<file path="src/rtl/cla_pkg.sv">
// rtl/cla_pkg.sv - shared types and group lookahead helper for the pipelined CLA adder
package cla_pkg;

   localparam int unsigned MAX_GROUP = 64;

   typedef struct packed {
      logic valid;
      logic carry;
      logic a_msb;
      logic b_msb;
   } cla_stage_t;

   // Group generate/propagate over the lowest n bits of g/p.
   function automatic logic [1:0] group_gp(input logic [MAX_GROUP-1:0] g,
                                           input logic [MAX_GROUP-1:0] p,
                                           input int unsigned n);
      logic gg;
      logic pp;
      gg = 1'b0;
      pp = 1'b1;
      for (int unsigned i = 0; i < MAX_GROUP; i++) begin
         if (i < n) begin
            gg = g[i] | (p[i] & gg);
            pp = pp & p[i];
         end
      end
      return {gg, pp};
   endfunction

endpackage

</file>
<file path="src/rtl/cla_group.sv">
// rtl/cla_group.sv - combinational GROUP-bit carry-lookahead adder slice
module cla_group
   import cla_pkg::*;
#(
   parameter int unsigned GROUP = 8
) (
   input  logic [GROUP-1:0] a_i,
   input  logic [GROUP-1:0] b_i,
   input  logic             c_i,
   output logic [GROUP-1:0] o_o,
   output logic             c_o,
   output logic             g_o,
   output logic             p_o
);

   logic [GROUP-1:0]     gen;
   logic [GROUP-1:0]     prp;
   logic [GROUP:0]       carry;
   logic [MAX_GROUP-1:0] gen_ext;
   logic [MAX_GROUP-1:0] prp_ext;
   logic [1:0]           gp_pre;
   logic [1:0]           gp_all;

   assign gen     = a_i & b_i;
   assign prp     = a_i ^ b_i;
   assign gen_ext = MAX_GROUP'(gen);
   assign prp_ext = MAX_GROUP'(prp);

   // Every bit carry is a flat prefix term of the group inputs, not a ripple.
   always_comb begin
      carry    = '0;
      gp_pre   = '0;
      carry[0] = c_i;
      for (int unsigned i = 0; i < GROUP; i++) begin
         gp_pre     = group_gp(gen_ext, prp_ext, i + 1);
         carry[i+1] = gp_pre[1] | (gp_pre[0] & c_i);
      end
   end

   assign gp_all = group_gp(gen_ext, prp_ext, GROUP);
   assign g_o    = gp_all[1];
   assign p_o    = gp_all[0];
   assign o_o    = prp ^ carry[GROUP-1:0];
   assign c_o    = carry[GROUP];

endmodule

</file>
<file path="src/rtl/pipelined_cla_adder.sv">
// rtl/pipelined_cla_adder.sv - valid/ready pipelined CLA adder/subtractor, one group per stage
module pipelined_cla_adder
   import cla_pkg::*;
#(
   parameter int unsigned WIDTH = 32,
   parameter int unsigned GROUP = 8
) (
   input  logic             clk_i,
   input  logic             rst_ni,
   input  logic             valid_i,
   output logic             ready_o,
   input  logic [WIDTH-1:0] a_i,
   input  logic [WIDTH-1:0] b_i,
   input  logic             c_i,
   input  logic             sub_i,
   output logic             valid_o,
   input  logic             ready_i,
   output logic [WIDTH-1:0] o_o,
   output logic             c_o,
   output logic             ovf_o
);

   localparam int unsigned NUM_GROUPS = WIDTH / GROUP;
   localparam int unsigned LAST       = NUM_GROUPS - 1;

   if ((WIDTH % GROUP) != 0 || GROUP < 2 || GROUP > MAX_GROUP) begin : g_bad_params
      $error("pipelined_cla_adder: WIDTH must be a multiple of GROUP, 2 <= GROUP <= MAX_GROUP");
   end

   logic                  en;
   logic [WIDTH-1:0]      b_eff;
   // acc words: already-summed groups below the stage, raw A groups above it.
   logic [WIDTH-1:0]      acc_in [NUM_GROUPS];
   logic [WIDTH-1:0]      acc_d  [NUM_GROUPS];
   logic [WIDTH-1:0]      acc_q  [NUM_GROUPS];
   logic [WIDTH-1:0]      bop_in [NUM_GROUPS];
   logic [WIDTH-1:0]      bop_q  [NUM_GROUPS];
   cla_stage_t            ctl_in [NUM_GROUPS];
   cla_stage_t            ctl_d  [NUM_GROUPS];
   cla_stage_t            ctl_q  [NUM_GROUPS];
   logic [GROUP-1:0]      grp_sum [NUM_GROUPS];
   logic [NUM_GROUPS-1:0] grp_c;
   logic [NUM_GROUPS-1:0] grp_g;
   logic [NUM_GROUPS-1:0] grp_p;
   logic [NUM_GROUPS-1:0] grp_cin;

   assign en      = !valid_o || ready_i;
   assign ready_o = en;
   assign b_eff   = b_i ^ {WIDTH{sub_i}};

   always_comb begin
      acc_in[0] = a_i;
      bop_in[0] = b_eff;
      ctl_in[0] = '{valid: valid_i, carry: c_i ^ sub_i, a_msb: a_i[WIDTH-1], b_msb: b_eff[WIDTH-1]};
      for (int unsigned k = 1; k < NUM_GROUPS; k++) begin
         acc_in[k] = acc_q[k-1];
         bop_in[k] = bop_q[k-1];
         ctl_in[k] = ctl_q[k-1];
      end
   end

   for (genvar k = 0; k < NUM_GROUPS; k++) begin : g_stage
      cla_group #(.GROUP(GROUP)) u_grp (
         .a_i (acc_in[k][k*GROUP +: GROUP]),
         .b_i (bop_in[k][k*GROUP +: GROUP]),
         .c_i (ctl_in[k].carry),
         .o_o (grp_sum[k]),
         .c_o (grp_c[k]),
         .g_o (grp_g[k]),
         .p_o (grp_p[k])
      );
   end

   always_comb begin
      grp_cin = '0;
      for (int unsigned k = 0; k < NUM_GROUPS; k++) begin
         acc_d[k]                    = acc_in[k];
         acc_d[k][k*GROUP +: GROUP]  = grp_sum[k];
         ctl_d[k]                    = ctl_in[k];
         ctl_d[k].carry              = grp_c[k];
         grp_cin[k]                  = ctl_in[k].carry;
      end
   end

   always_ff @(posedge clk_i or negedge rst_ni) begin
      if (!rst_ni) begin
         for (int unsigned k = 0; k < NUM_GROUPS; k++) begin
            acc_q[k] <= '0;
            bop_q[k] <= '0;
            ctl_q[k] <= '0;
         end
      end else if (en) begin
         for (int unsigned k = 0; k < NUM_GROUPS; k++) begin
            acc_q[k] <= acc_d[k];
            bop_q[k] <= bop_in[k];
            ctl_q[k] <= ctl_d[k];
         end
      end
   end

   assign valid_o = ctl_q[LAST].valid;
   assign o_o     = acc_q[LAST];
   assign c_o     = ctl_q[LAST].carry;
   assign ovf_o   = (ctl_q[LAST].a_msb == ctl_q[LAST].b_msb) && (o_o[WIDTH-1] != ctl_q[LAST].a_msb);

   a_group_lookahead: assert property (@(posedge clk_i) grp_c == (grp_g | (grp_p & grp_cin)));
   a_valid_hold: assert property (@(posedge clk_i) disable iff (!rst_ni)
      valid_o && !ready_i |=> valid_o);
   a_out_stable: assert property (@(posedge clk_i) disable iff (!rst_ni)
      valid_o && !ready_i |=> $stable(o_o) && $stable(c_o) && $stable(ovf_o));

endmodule

</file>
<file path="config.mk">
export PLATFORM = sky130hd
export DESIGN_NAME = pipelined_cla_adder
export DESIGN_NICKNAME = d
export VERILOG_FILES = /design/src/rtl/cla_pkg.sv /design/src/rtl/cla_group.sv /design/src/rtl/pipelined_cla_adder.sv
export SDC_FILE = /design/constraint.sdc
export NUM_CORES = 1
export LEC_CHECK = 0
export ABC_AREA = 1
export BUFFER_PORTS_ARGS = -buffer_cell sky130_fd_sc_hd__buf_2
export CAP_MARGIN = 20
export CORE_ASPECT_RATIO = 0.75
export CORE_MARGIN = 2
export CORE_UTILIZATION = 45
export CTS_BUF_LIST = sky130_fd_sc_hd__clkbuf_16
export CTS_CLUSTER_DIAMETER = 200
export CTS_CLUSTER_SIZE = 12
export DETAILED_ROUTE_END_ITERATION = 10
export GPL_TIMING_DRIVEN = 1
export PLACE_DENSITY = 0.61
export SLEW_MARGIN = 0
export SYNTH_ARGS = -nofsm -noshare
export SYNTH_HDL_FRONTEND = slang
export SYNTH_SLANG_ARGS = --single-unit
export TNS_END_PERCENT = 1
</file>
<file path="constraint.sdc">
create_clock -name clk_i -period 4.55 [get_ports clk_i]
set_input_delay 0.91 -clock clk_i [delete_from_list [all_inputs] [get_ports clk_i]]
set_output_delay 0.91 -clock clk_i [all_outputs]
set_load 0.1 [all_outputs]
</file>
After elaboration in Yosys (flattened, before gate mapping)
Index checks and enable logic that the tools add are counted.
{"block": "word_totals", "reg_bits": 240, "wordCells": 190, "in_bits": 70}
{"block": "classes", "n_reduce_logical": 3, "eq_ne": 2, "bitwise_logic": 162}
{"operator": "$and A1 B1 Y1", "n": 88}
{"operator": "$xor A8 B8 Y8", "n": 8}
{"operator": "$or A1 B1 Y1", "n": 60}
{"operator": "$and A8 B8 Y8", "n": 4}
{"operator": "$xor A32 B32 Y32", "n": 1}
{"operator": "$eq A1 B1 Y1", "n": 1}
{"operator": "$logic_and A1 B1 Y1", "n": 1}
{"operator": "$logic_not A1 Y1", "n": 1}
{"operator": "$logic_or A1 B1 Y1", "n": 1}
{"operator": "$ne A1 B1 Y1", "n": 1}
{"operator": "$xor A1 B1 Y1", "n": 1}

Depth between registers and ports, before layout
{"block": "logic_depth", "ltp_word": 17, "ltp_mapped": 20, "mapped_depth_nobuf": 18}

Modules after synthesis
Synthesis repeated with hierarchy kept, for this count alone.
{"block": "hier_totals", "cells_unflattened": 1072, "hier_area_um2": 8843.5}
{"module": "pipelined_cla_adder", "n_inst": 1, "cells_each": 851, "area_per_inst_um2": 7380.8}
{"module": "cla_group (g_stage[1].u_grp ...)", "n_inst": 3, "cells_each": 55, "area_per_inst_um2": 366.6}
{"module": "cla_group (g_stage[0].u_grp)", "n_inst": 1, "cells_each": 56, "area_per_inst_um2": 362.8}

Worst setup path before layout
OpenSTA, ideal clock, no wires.
{"block": "synth_timing", "path_kind": "input -> output", "from": "input port ready_i", "to": "output port ready_o", "slack_ns": 1.214, "arrival_ns": 2.426, "t_required_ns": 3.640, "path_stages": 5, "path_buffers": 3, "cell_sequence": "nor2_1 > buf_2 > inv_1 > clkbuf_1 > clkbuf_1"}
{"block": "synth_via", "elab_chain_cells": 1}
{"element": "start, declared", "line_no": "pipelined_cla_adder.sv:17", "rtl": "input logic ready_i,"}
{"element": "$logic_or A1 B1 Y1", "line_no": "pipelined_cla_adder.sv:47", "rtl": "assign en = !valid_o || ready_i;"}
{"element": "end, declared", "line_no": "pipelined_cla_adder.sv:11", "rtl": "output logic ready_o,"}
Every way passes these cells.

Worst setup path in the final report
Same ends and word-level chain as after synthesis.

==> insert_results.sql <==
INSERT INTO impl_metrics (metric_group, metric, value, unit) VALUES
('min_path', 'hold_class', 'reg -> reg', ''),
('cts', 'cts-root-buf', 'sky130_fd_sc_hd__clkbuf_16', ''),
('cts', 'ctsLongestPathBuffers', '2', ''),
('synth', 'post_synth_instance_area', '0.00847', 'mm2'),
('worst_setup_path', 'worstSetupStartpoint', 'ready_i', ''),
('routing', 'route.vias.total', '6113', ''),
('floorplanning', 'ios', '106', ''),
('worst_setup_path', 'setup.worst_path.start_class', 'input port', ''),
('cts', 'cts_made_buffers', '17', ''),
('synth', 'synth_edf_count', '0', ''),
('synth', 'synth.avg_cell_area', '8.58', 'um2'),
('floorplanning', 'floorplan.core_area', '0.0185', 'mm2'),
('routing', 'wire_per_inst', '12.3', 'um'),
('synth', 'netlist.top_cell.by_area', 'sky130_fd_sc_hd__dfrtp_1', ''),
('global_route', 'grt_first_pass_wirelength', '28.1', 'mm'),
('synth', 'synth.ff_latch_count', '186', ''),
('synth', 'synth_commonest_cells', '480 x sky130_fd_sc_hd__nand2_1, 186 x sky130_fd_sc_hd__dfrtp_1, 68 x sky130_fd_sc_hd__o21ai_0', ''),
('cts', 'worstSkewPairLatency', '0.43', 'ns'),
('worst_setup_path', 'reg2reg_slack', '2.37', 'ns'),
('global_route', 'grt.overflow.total', '0', ''),
('global_route', 'track_usage', '17.8', '%'),
('cts', 'post_cts.resized_instances', '0', ''),
('cts', 'post-cts-setup-buffers', '0', ''),
('final_layout', 'antenna_cells_inserted', '0', ''),
('timing', 'grt_setup_unrepaired', 'no', ''),
('timing', 'final_min_period_over_clock_period', '63.2', '%'),
('placement', 'detailedPlacementHpwl', '10.4', 'mm'),
('routing', 'first_iteration_detailed_routing_drc_count', '491', ''),
('worst_setup_path', 'critPathCaptureType', 'output pin', ''),
('routing', 'vias_per_cell', '4.59', ''),
('timing', 'setup_viol', '0', ''),
('run_status', 'run_status', 'completed', ''),
('cts', 'clock_sinks', '186', ''),
('synth', 'synth.top_cells.by_area', 'sky130_fd_sc_hd__dfrtp_1 55%, sky130_fd_sc_hd__nand2_1 21%, sky130_fd_sc_hd__ha_1 4.7%, sky130_fd_sc_hd__o21ai_0 4.0%, sky130_fd_sc_hd__xnor2_1 3.3%', ''),
('final_layout', 'drive_above_1_share', '14.3', '%'),
('final_layout', 'final_stage_net_count', '1177', ''),
('worst_setup_path', 'r2r_cells', '6', ''),
('synth', 'synth.most_common_cell', 'sky130_fd_sc_hd__nand2_1', ''),
('worst_setup_path', 'setup.worst_path.class', 'in -> out', ''),
('synth', 'yosys_warnings', '0', ''),
('global_route', 'first_global_vias', '5690', ''),
('routing', 'drc_errors', '0', ''),
('floorplanning', 'initial_core_util', '45.9', '%'),
('run', 'max-cap-violations', '0', ''),
('synth', 'synthDistinctLibCells', '25', ''),
('synth', 'synth_ff_type', 'sky130_fd_sc_hd__dfrtp_1', ''),
('cts', 'htreeDepth', '4', ''),
('global_route', 'grt_antenna_before_repair', '0', ''),
('worst_setup_path', 'crit_end', 'ready_o', ''),
('timing', 'relSlewSlack', '31.7', '%'),
('pwr', 'cellLeakagePower', '5.16', 'nW'),
('worst_setup_path', 'crit_arrival', '1.97', 'ns'),
('timing', 'final.setup_skew', '0.00775', 'ns'),
('worst_setup_path', 'critPathMaxFanout', '55', ''),
('timing', 'fmax', '0.348', 'GHz'),
('floorplanning', 'std_cell_rows', '43', ''),
('final_layout', 'design_area', '0.00979', 'mm2'),
('synth', 'ys_async_sr_fraction', '100', '%'),
('routing', 'first_drt_pass_iteration_count', '4', ''),
('placement', 'placement_stage_cell_area', '0.00919', 'mm2'),
('placement', 'gp_routability_congestion', '0.763', ''),
('global_route', 'maximum_number_of_pins_on_one_net_before_global_route_repair', '218', ''),
('cts', 'cts_tree', 'built', ''),
('timing', 'timing_hold_violations_final', '0', ''),
('placement', 'place_ws', '1.66', 'ns'),
('routing', 'routed_wirelength', '16.3', 'mm'),
('worst_setup_path', 'critPathRequiredTime', '3.64', 'ns'),
('floorplanning', 'die_width', '162', 'um'),
('floorplanning', 'die_area', '0.0199', 'mm2'),
('synth', 'syn-instance-count', '987', ''),
('routing', 'route.antenna.remaining_nets', '0', '');
layout make-up:
type | instances | area [um2]
multi-input cells | 704 | 3430
repair buffers | 110 | 597
clock inverters | 15 | 178
well taps | 247 | 309
fillers | 1759 | 8660
inverters | 52 | 198
clock buffers | 17 | 425
flip-flops and latches | 186 | 4650
worst min-delay path by stage:
| stage | to | slack (ns) | cells after the start | start |
|---|---|---|---|---|
| CTS | valid_o | 0.45 | 2 | ctl_d[3] |
| global route | valid_o | 0.48 | 2 | ctl_d[3] |
| floorplan | valid_o | 0.42 | 2 | ctl_d[3] |
| global placement | valid_o | 0.43 | 2 | ctl_d[3] |
| finish | valid_o | 0.45 | 2 | ctl_d[3] |
| detailed placement | valid_o | 0.43 | 2 | ctl_d[3] |
placed cells by master, fill, tap and decap left out, types with 4 or more instances in the layout:
master and instances:
sky130_fd_sc_hd__nand2_1 480, sky130_fd_sc_hd__dfrtp_1 186, sky130_fd_sc_hd__buf_2 104, sky130_fd_sc_hd__o21ai_0 68, sky130_fd_sc_hd__inv_1 52, sky130_fd_sc_hd__xnor2_1 32
sky130_fd_sc_hd__ha_1 32, sky130_fd_sc_hd__nand3_1 23, sky130_fd_sc_hd__nor2_1 22, sky130_fd_sc_hd__clkbuf_16 17, sky130_fd_sc_hd__xor2_1 12, sky130_fd_sc_hd__clkinvlp_4 7
sky130_fd_sc_hd__nand3b_1 5, sky130_fd_sc_hd__nand2_2 5, sky130_fd_sc_hd__a31oi_1 5, sky130_fd_sc_hd__or2_2 4, sky130_fd_sc_hd__fa_1 4
through the flow:
| stage | util (%) | total power (W) | std cells | hold slack (ns) |
|---|---|---|---|---|
| floorplan | - | 0.00554 | 987 | 0.420 |
| global placement | 49.8 | 0.00619 | 1299 | 0.434 |
| detailed placement | 49.8 | 0.00624 | 1299 | 0.435 |
| CTS | 53.1 | 0.00779 | 1331 | 0.451 |
| global route | 53.1 | 0.00831 | 1331 | 0.476 |
| finish | 53.1 | 0.00769 | 1331 | 0.449 |
sequential cells by signal, summed over array words and instances, names as in the netlist:
register / cells
acc_d: 72
acc_in: 24
bop_in: 48
c_o: 1
ctl_d: 3
ctl_in: 3
ctl_q: 2
o_o: 32
valid_o: 1
cell families after synthesis:
| kind of cell | Yosys count | share of synthesized area [%] |
|---|---|---|
| simple gates | 545 | 25.2 |
| flops | 186 | 55.0 |
| buf+inv | 97 | 4.55 |
| compound gates | 78 | 4.73 |
| xor+xnor | 45 | 4.88 |
| fa+ha+maj | 36 | 5.68 |
where the power goes:
group | internal [W] | total (W) | switching [W] | leakage, nW
Combinational | 0.000908 | 0.00338 | 0.00247 | 2.63
Sequential | 0.00239 | 0.00281 | 0.000421 | 2.25
Clock | 0.000863 | 0.00150 | 0.000639 | 0.275
routing by layer:
layer | part of all wire, % | track usage, % | up-vias | wire (um)
met5 | 0 | 0 | - | 0
met4 | 0.98 | 5.64 | 0 | 160
met3 | 4.2 | 3.95 | 14 | 681
met2 | 40 | 24.8 | 101 | 6510
met1 | 55 | 27.6 | 2769 | 8980
li1 | - | - | 3229 | -
worst max-delay path, cell delays in order:
cell and delay (ns):
sky130_fd_sc_hd__buf_2 0.10, sky130_fd_sc_hd__nor2_4 0.05, sky130_fd_sc_hd__inv_4 0.37, sky130_fd_sc_hd__buf_2 0.52
Power figures use the tool's default switching activity.
